[config.mk]
export PLATFORM = sky130hd
export DESIGN_NAME = pipeline_control
export DESIGN_NICKNAME = d
export VERILOG_FILES = /design/src/rtl/pipeline_control.sv
export SDC_FILE = /design/constraint.sdc
export NUM_CORES = 1
export LEC_CHECK = 0
export ABC_CLOCK_PERIOD_IN_PS = 4100
export CORE_MARGIN = 3
export CORE_UTILIZATION = 45
export CTS_CLUSTER_SIZE = 8
export DETAILED_ROUTE_END_ITERATION = 12
export PLACE_DENSITY_LB_ADDON = 0.12
export SLEW_MARGIN = 5
export SYNTH_ARGS = -nofsm -noshare
export SYNTH_HDL_FRONTEND = slang
export SYNTH_SLANG_ARGS = --single-unit
[constraint.sdc]
create_clock -name clock_i -period 4.1 [get_ports clock_i]
set_input_delay 0.82 -clock clock_i [delete_from_list [all_inputs] [get_ports clock_i]]
set_output_delay 0.82 -clock clock_i [all_outputs]
set_load 0.1 [all_outputs]
[src/rtl/pipeline_control.sv]
// rtl/pipeline_control.sv - hazard/flow-control unit: stall and flush strobes, stage valids, perf counters
//
// Ports:
//   clock_i, reset_i            clock and synchronous active-high reset
//   if_stall_i, mem_stall_i     instruction / data cache not ready
//   ex_busy_i                   multi-cycle ALU op in progress
//   ex_branch_taken_i           EX resolved a taken branch/jump
//   id_rs1_i, id_rs2_i          decode source registers
//   id_uses_rs1_i/_rs2_i        decode instruction reads rs1 / rs2
//   ex_rd_i, ex_mem_read_i      execute destination and load flag
//   stall_o[k]                  register feeding stage k holds
//   flush_o[k]                  register of stage k loads a bubble
//   stage_valid_o[k]            stage k holds a real instruction (bit 0 always 1)
//   retired_count_o             instructions leaving WB (saturating)
//   stall_cycles_o              cycles with any stall (saturating)
//   flush_count_o               accepted branch redirects (saturating)
module pipeline_control #(
    parameter int NUM_STAGES     = 5,
    parameter int EX_STAGE       = 2,
    parameter int MEM_STAGE      = 3,
    parameter int REG_ADDR_WIDTH = 5,
    parameter int COUNTER_WIDTH  = 32
) (
    input  logic                      clock_i,
    input  logic                      reset_i,
    input  logic                      if_stall_i,
    input  logic                      mem_stall_i,
    input  logic                      ex_busy_i,
    input  logic                      ex_branch_taken_i,
    input  logic [REG_ADDR_WIDTH-1:0] id_rs1_i,
    input  logic [REG_ADDR_WIDTH-1:0] id_rs2_i,
    input  logic                      id_uses_rs1_i,
    input  logic                      id_uses_rs2_i,
    input  logic [REG_ADDR_WIDTH-1:0] ex_rd_i,
    input  logic                      ex_mem_read_i,
    output logic [NUM_STAGES-1:0]     stall_o,
    output logic [NUM_STAGES-1:0]     flush_o,
    output logic [NUM_STAGES-1:0]     stage_valid_o,
    output logic [COUNTER_WIDTH-1:0]  retired_count_o,
    output logic [COUNTER_WIDTH-1:0]  stall_cycles_o,
    output logic [COUNTER_WIDTH-1:0]  flush_count_o
);

    localparam logic [COUNTER_WIDTH-1:0] CNT_ONE = COUNTER_WIDTH'(1);
    localparam logic [COUNTER_WIDTH-1:0] CNT_MAX = '1;

    logic [NUM_STAGES-1:1]    valid_q, valid_d;
    logic [COUNTER_WIDTH-1:0] retired_q, retired_d;
    logic [COUNTER_WIDTH-1:0] stallc_q, stallc_d;
    logic [COUNTER_WIDTH-1:0] flushc_q, flushc_d;

    logic [NUM_STAGES-1:0] valid;
    logic                  load_use;
    logic                  branch_ok;
    logic                  any_stall;
    logic [NUM_STAGES-1:0] stall_raw;
    logic [NUM_STAGES-1:0] flush_raw;
    int                    freeze;

    assign valid = {valid_q, 1'b1};

    always_comb begin
        load_use = ex_mem_read_i & valid[EX_STAGE] & (ex_rd_i != '0) & valid[EX_STAGE-1]
                 & ((id_uses_rs1_i & (id_rs1_i == ex_rd_i)) | (id_uses_rs2_i & (id_rs2_i == ex_rd_i)));
        // Only a freeze at or above EX can block a redirect; the branch then
        // waits in the held EX register and is re-evaluated next cycle.
        branch_ok = ex_branch_taken_i & valid[EX_STAGE] & ~mem_stall_i & ~ex_busy_i;

        if (mem_stall_i)       freeze = MEM_STAGE;
        else if (ex_busy_i)    freeze = EX_STAGE;
        else if (branch_ok)    freeze = -1;
        else if (load_use)     freeze = EX_STAGE - 1;
        else if (if_stall_i)   freeze = 0;
        else                   freeze = -1;

        any_stall = (freeze >= 0);
        stall_raw = '0;
        flush_raw = '0;
        for (int k = 0; k < NUM_STAGES; k++) begin
            stall_raw[k] = (k <= freeze) && (k != NUM_STAGES - 1);
            flush_raw[k] = (any_stall && (k == freeze + 1))
                         || (branch_ok && (k >= 1) && (k <= EX_STAGE));
        end

        stall_o = reset_i ? '0 : stall_raw;
        flush_o = reset_i ? '1 : flush_raw;
    end

    always_comb begin
        valid_d = valid_q;
        for (int k = 1; k < NUM_STAGES; k++) begin
            if (stall_raw[k])      valid_d[k] = valid_q[k];
            else if (flush_raw[k]) valid_d[k] = 1'b0;
            else                   valid_d[k] = valid[k-1];
        end
        retired_d = retired_q;
        stallc_d  = stallc_q;
        flushc_d  = flushc_q;
        if (valid[NUM_STAGES-1] && (retired_q != CNT_MAX)) retired_d = retired_q + CNT_ONE;
        if (any_stall && (stallc_q != CNT_MAX))            stallc_d  = stallc_q + CNT_ONE;
        if (branch_ok && (flushc_q != CNT_MAX))            flushc_d  = flushc_q + CNT_ONE;
    end

    always_ff @(posedge clock_i) begin
        if (reset_i) begin
            valid_q   <= '0;
            retired_q <= '0;
            stallc_q  <= '0;
            flushc_q  <= '0;
        end else begin
            valid_q   <= valid_d;
            retired_q <= retired_d;
            stallc_q  <= stallc_d;
            flushc_q  <= flushc_d;
        end
    end

    assign stage_valid_o   = valid;
    assign retired_count_o = retired_q;
    assign stall_cycles_o  = stallc_q;
    assign flush_count_o   = flushc_q;

endmodule

# After elaboration in Yosys (flattened, before gate mapping)
# Cells that the tools add are included.
op_classes:
  addsub: 4
  magnitude_cmp: 5
  n_eq_ne: 9
  n_mux: 10
  n_bitwise: 12
  n_reduce_logical: 13
op_table:
  columns: ["operator", "count"]
  rows:
  - ["$mux 32", 5]
  - ["$add 32x1->32 const B", 3]
  - ["$ne 32x32->1 const B", 3]
  - ["$eq 3x32->1 const A", 2]
  - ["$le 3x32->1 const A", 2]
  - ["$add 32x2->32 const B", 1]
  - ["$eq 2x32->1 const A", 1]
  - ["$eq 4x32->1 const A", 1]
  - ["$ge 32x1->1 const B", 1]
  - ["$le 1x32->1 const A", 1]
  - ["$le 2x32->1 const A", 1]
  - ["$logic_not 32->1", 1]
  - ["$eq 5x5->1", 2]
  - ["$and 1x1->1", 9]
  - ["$logic_and 1x1->1", 8]
  - ["$mux 5", 1]
  - ["$reduce_bool 5->1", 1]
  - ["$mux 4", 1]
  - ["$mux 1", 3]
  - ["$logic_or 1x1->1", 2]
  - ["$not 1->1", 2]
  - ["$reduce_or 2->1", 1]
  - ["$or 1x1->1", 1]
totals:
  register_bits: 100
  out_inout_bits: 111
  elab_cells: 60

# Depth between registers and ports, before layout
logic_depth:
  depth_word: 13
  ltp_mapped: 12

# Least setup slack after synthesis
# Ideal clock, no wire load.
synth_path:
  path_type: "register to output"
  start: "reg valid_q[2] in the netlist's numbering"
  end: "out flush_o[4]"
  t_arrival_ns: 3.732
  setup_slack_ns: -0.452
  path_stages_with_launch: 10
  path_buffers: 0
  path_cell_list: "dfxtp_1 nand3_1 a21oi_1 nand3_1 nand2_1 inv_2 ha_1 nor3b_1 nand2_1 o21bai_1"
synth_between:
  elab_chain_len: 12
  word_cells_on_any_way: 16
synth_lines:
  columns: ["element", "line_no", "rtl"]
  rows:
  - ["start, declared", "47", "logic [NUM_STAGES-1:1] valid_q, valid_d;"]
  - ["start signal, assigned", "111", "valid_q <= valid_d;"]
  - ["$and 1x1->1 (3 in a row)", "63", "load_use = ex_mem_read_i & valid[EX_STAGE] & (ex_rd_i != '0) & valid[EX_STAGE-1]"]
  - ["$and 1x1->1", "64", "& ((id_uses_rs1_i & (id_rs1_i == ex_rd_i)) | (id_uses_rs2_i & (id_rs2_i == ex_rd_i)));"]
  - ["$mux 32", "72", "else if (load_use) freeze = EX_STAGE - 1;"]
  - ["$mux 32 (*)", "71", "else if (branch_ok) freeze = -1;"]
  - ["$mux 32 (*)", "70", "else if (ex_busy_i) freeze = EX_STAGE;"]
  - ["$mux 32 (*)", "69", "if (mem_stall_i) freeze = MEM_STAGE;"]
  - ["$add 32x2->32", "81", "flush_raw[k] = (any_stall && (k == freeze + 1))"]
  - ["$eq 4x32->1", "81", null]
  - ["$logic_and 1x1->1 (*)", "81", null]
  - ["$mux 5 (*)", "86", "flush_o = reset_i ? '1 : flush_raw;"]
  - ["end, declared", "37", "output logic [NUM_STAGES-1:0] flush_o,"]
# Every way passes the cells marked *; elsewhere a longest branch is shown, timed or not.

# Worst setup path in the final report
layout_path:
  start: "in id_rs2_i[2]"
  end: "out flush_o[1]"
layout_between:
  elab_chain_len: 13
  word_cells_on_any_way: 14
layout_lines:
  columns: ["element", "line_no", "rtl"]
  rows:
  - ["start, declared", "31", "input logic [REG_ADDR_WIDTH-1:0] id_rs2_i,"]
  - ["$eq 5x5->1 (*)", "64", null]
  - ["$and 1x1->1 (*)", "64", null]
  - ["$or 1x1->1 (*)", "64", null]
  - ["$and 1x1->1 (*)", "64", null]
  - ["$mux 32 (*)", "72", null]
  - ["$mux 32 (*)", "71", null]
  - ["$mux 32 (*)", "70", null]
  - ["$mux 32 (*)", "69", null]
  - ["$add 32x2->32", "81", null]
  - ["$eq 2x32->1", "81", null]
  - ["$logic_and 1x1->1 (*)", "81", null]
  - ["$logic_or 1x1->1 (*)", "82", "|| (branch_ok && (k >= 1) && (k <= EX_STAGE));"]
  - ["$mux 5 (*)", "86", null]
# Marked as above.

==> results by group <==
Timing
  – PnR worst setup slack: -0.00644 ns
  – Clk_skew: 0.00685 ns
  – RSZ-0062 raised after global routing: yes
  – Slew Limit Fails: 0
  – Rel. slew slack: 32.3%
  – Worst Tran Pin Value: 1.01 ns
  – Final Cycle Share: 100%
  – Hold Vio Cnt, Final: 0
  – Fin Hold WS: 0.455 ns
  – Final setup fails: 1
  – Crit path time final: 4.11 ns
  – FMAX: 244 MHz

Critical path
  – Nature of the critical path endpoint: output port
  – CP top delay family: compound AO/OA/AOI/OAI gates
  – Worst EP required: 3.28 ns
  – Crit path kind: in -> out
  – Worst path bufs/invs: 2
  – Crit path max-delay cell type: clkdlybuf4s50_1
  – Critical path cell sequence: clkdlybuf4s50_1, xnor2_1, nand2_1, o22ai_4, nand2_2, a21oi_2, nor2_2, or2_4, ha_4, and3_4, a311o_2, buf_12
  – Startpoint types: primary input
  – Worst Path Arrival: 3.29 ns
  – R2R Setup Slk: 1.59 ns
  – Reg2Reg Launch Point: stall_cycles_o[3]
  – Crit. Startpoint: id_rs2_i[2]
  – Crit-path max cell delay: 0.48 ns
  – Crit path max fanout: 3

Yosys
  – Post-synthesis instance total: 621
  – Seq/Total Area, Yosys: 39.1%
  – Yosys top cell by area: dfxtp_1
  – Post-Syn Nets: 651
  – Synthesized flop and latch total: 100
  – Synth async-reset ratio: 0%
  – Syn Area/Cell: 8.25 µm²
  – Netlist cell types: 56
  – Number of flops mapped to enable cells by yosys: 0
  – YS warnings: 0
  – Yosys top cell area share: 39.1%
  – Main synth FF type: dfxtp_1
  – Synth area leaders: dfxtp_1 (39%), xnor2_1 (6.3%), nor2_1 (6.2%)
  – Mapped Area: 5120 µm²

Global routing
  – Total track usage: 21.4%
  – Largest net degree at the start of global routing: 99
  – Vias in the first global route: 4,658
  – Total gr overflow: 0
  – Initial antenna violation count: 0
  – First-pass GRT wire length: 22,700 µm

Placed design
  – Port Buffers: 132
  – GPL Wtd Cong: 0.848
  – DPL Wire Length: 9470 µm
  – Setup Slack @ Placement: -0.315 ns
  – Post-DP Area: 6680 µm²

Clocking
  – CTS tree: done
  – Clock latency on the worst-skew pair: 0.35 ns
  – H-tree Lvls: 3
  – CTS Buf Count: 9
  – CTS Root Cell: clkbuf_16
  – Hold bufs inserted after CTS: 0
  – Clk buf depth: 2
  – Worst-path clk slew: 0.07 ns
  – CTS sink count: 100

Layout
  – Final core utilization: 64.6%
  – Final Instance Area: 7100 µm²
  – Ant. Diodes: 0
  – Layout cells sized above 1: 11.7%
  – Layout area overhead: 38.5%
  – Nets: 792

Route
  – Iteration-0 DRC Markers: 303
  – Vias post-DR: 5,026
  – Vias/cell: 5.54
  – DR WL/cell: 15.2 µm
  – Top sig layer: met4
  – Detail Route Antenna Nets: 0
  – Drt first pass iters: 4
  – DR WL met2: 6640 µm
  – Drt total wl: 13,800 µm
  – Met3 WL: 719 µm
  – Post-route DRC: 0
  – Met1 wire length: 6170 µm

Floorplanning
  – Initial Util: 46.7%
  – FP Rows: 38
  – Die height: 113 µm
  – Core area: 11,000 µm²
  – Io pins: 135
  – Width of the die: 113 µm
  – Die ar.: 12,700 µm²

Outcome
  – Violated checks: negative setup slack
  – Run status: finished with violations

Power
  – Total chip power: 0.00208 W
  – Leak: 2.44 nW
  – Max VDD drop: 0.000280 V
  – PwrDens: 293 nW/µm²

Flow run
  – Max-cap violations: 0

Worst hold path
  – Hold path startpoint: valid_q[3]
  – Worst hold path class: reg -> reg
[cells in the mapped netlist, types with 3 or more instances]
cell,count
a21oi_1,45
a31oi_1,3
and2_1,6
and3_1,12
and4_1,11
buf_2,3
buf_4,5
buf_6,3
clkbuf_1,11
dfxtp_1,100
ha_1,6
inv_1,23
nand2_1,46
nand2b_1,4
nand3_1,35
nand4_1,27
nand4_2,4
nor2_1,85
nor3_1,11
nor4_1,3
o21ai_0,24
o31ai_1,16
or3_1,24
or4_1,17
xnor2_1,37
xor2_1,22
[tightest hold or removal path, cell delays in order (launching register included)]
cell and delay (ns):
dfxtp_1 0.33, inv_1 0.05, nor2_1 0.04
[cell families (layout without fill, tap and decap cells)]
| group | Yosys count | count (layout) | share of synthesized area, % |
|---|---|---|---|
| and+or+nand+nor | 302 | 302 | 32.0 |
| AOI/OAI and AO/OA | 101 | 101 | 12.0 |
| DFF | 100 | 100 | 39.1 |
| xor gates and xnor gates | 59 | 59 | 10.1 |
| buffers and inverters | 49 | 195 | 4.86 |
| adders and majority gates | 6 | 6 | 1.46 |
| other | 2 | 2 | 0.147 |
| muxes | 2 | 2 | 0.391 |
[cells in the final DEF (no fill, tap or decap), types with 3 or more instances in the layout]
cell,synthesis,layout
or4_1,17,17
buf_4,5,26
nand4_2,4,4
buf_12,0,7
a31oi_1,3,3
and2_1,6,6
clkdlybuf4s50_1,0,105
inv_1,23,23
nand2_1,46,45
clkbuf_16,0,9
nor4_1,3,3
nor3_1,11,11
nand3_2,2,3
dlymetal6s2s_1,0,11
nand3_1,35,34
ha_1,6,4
and4_1,11,11
nor2_1,85,83
o21ai_0,24,24
a21oi_1,45,43
and3_1,12,11
clkbuf_2,0,4
dfxtp_1,100,100
or3_1,24,24
xnor2_1,37,36
o31ai_1,16,16
xor2_1,22,22
nand2b_1,4,4
nand4_1,27,27
[where the power goes]
group	switching (W)	total (W)	leakage [nW]	internal, W
Sequential	0.00000612	0.000981	0.806	0.000975
Combinational	0.000152	0.000231	1.49	0.0000791
Clock	0.000391	0.000868	0.147	0.000478
[routing by layer]
| metal | GRT usage [%] | up-vias |
|---|---|---|
| met4 | 7.29 | 0 |
| met3 | 3.96 | 19 |
| met2 | 34.9 | 134 |
| met1 | 28.5 | 2373 |
| met5 | 0 | - |
| li1 | - | 2500 |
[state kept, by name (all words and copies together) (netlist names)]
register and cells:
stall_cycles_o 32, flush_count_o 32, retired_count_o 32, valid_q 4
[final cells by class]
class	count	area [µm²]
fillers	963	3890
multi-input cells	472	2960
flip-flops and latches	100	2000
repair buffers	155	1560
clock buffers	9	225
well taps	140	175
inverters	24	90.1
clock inverters	7	76.3
[through the flow]
stage	setup TNS [ns]	std cells
global route	-0.0914	907
global placement	-0.389	887
floorplan	0	621
CTS	-0.0512	904
detailed placement	-0.877	887
finish	-0.00644	907
[path summary, 6_finish.rpt]
| check | depth (start not counted) | endpoint |
|---|---|---|
| worst max-delay path | 12 | flush_o[1] |
| worst min-delay path | 2 | valid_q[4] |
| worst max register to register | 8 | stall_cycles_o[15] |
| worst min register to register | 2 | valid_q[4] |
[repair_timing]
| item | in CTS | in global routing |
|---|---|---|
| endpoints found under the hold margin | 0 | 0 |
| resized for setup | 14 | 27 |
| setup endpoints to repair | 4 | 4 |
| setup buffers | 1 | 3 |
| gates cloned | 0 | 0 |
| pin swaps | 8 | 18 |
Power figures use the tool's default switching activity.
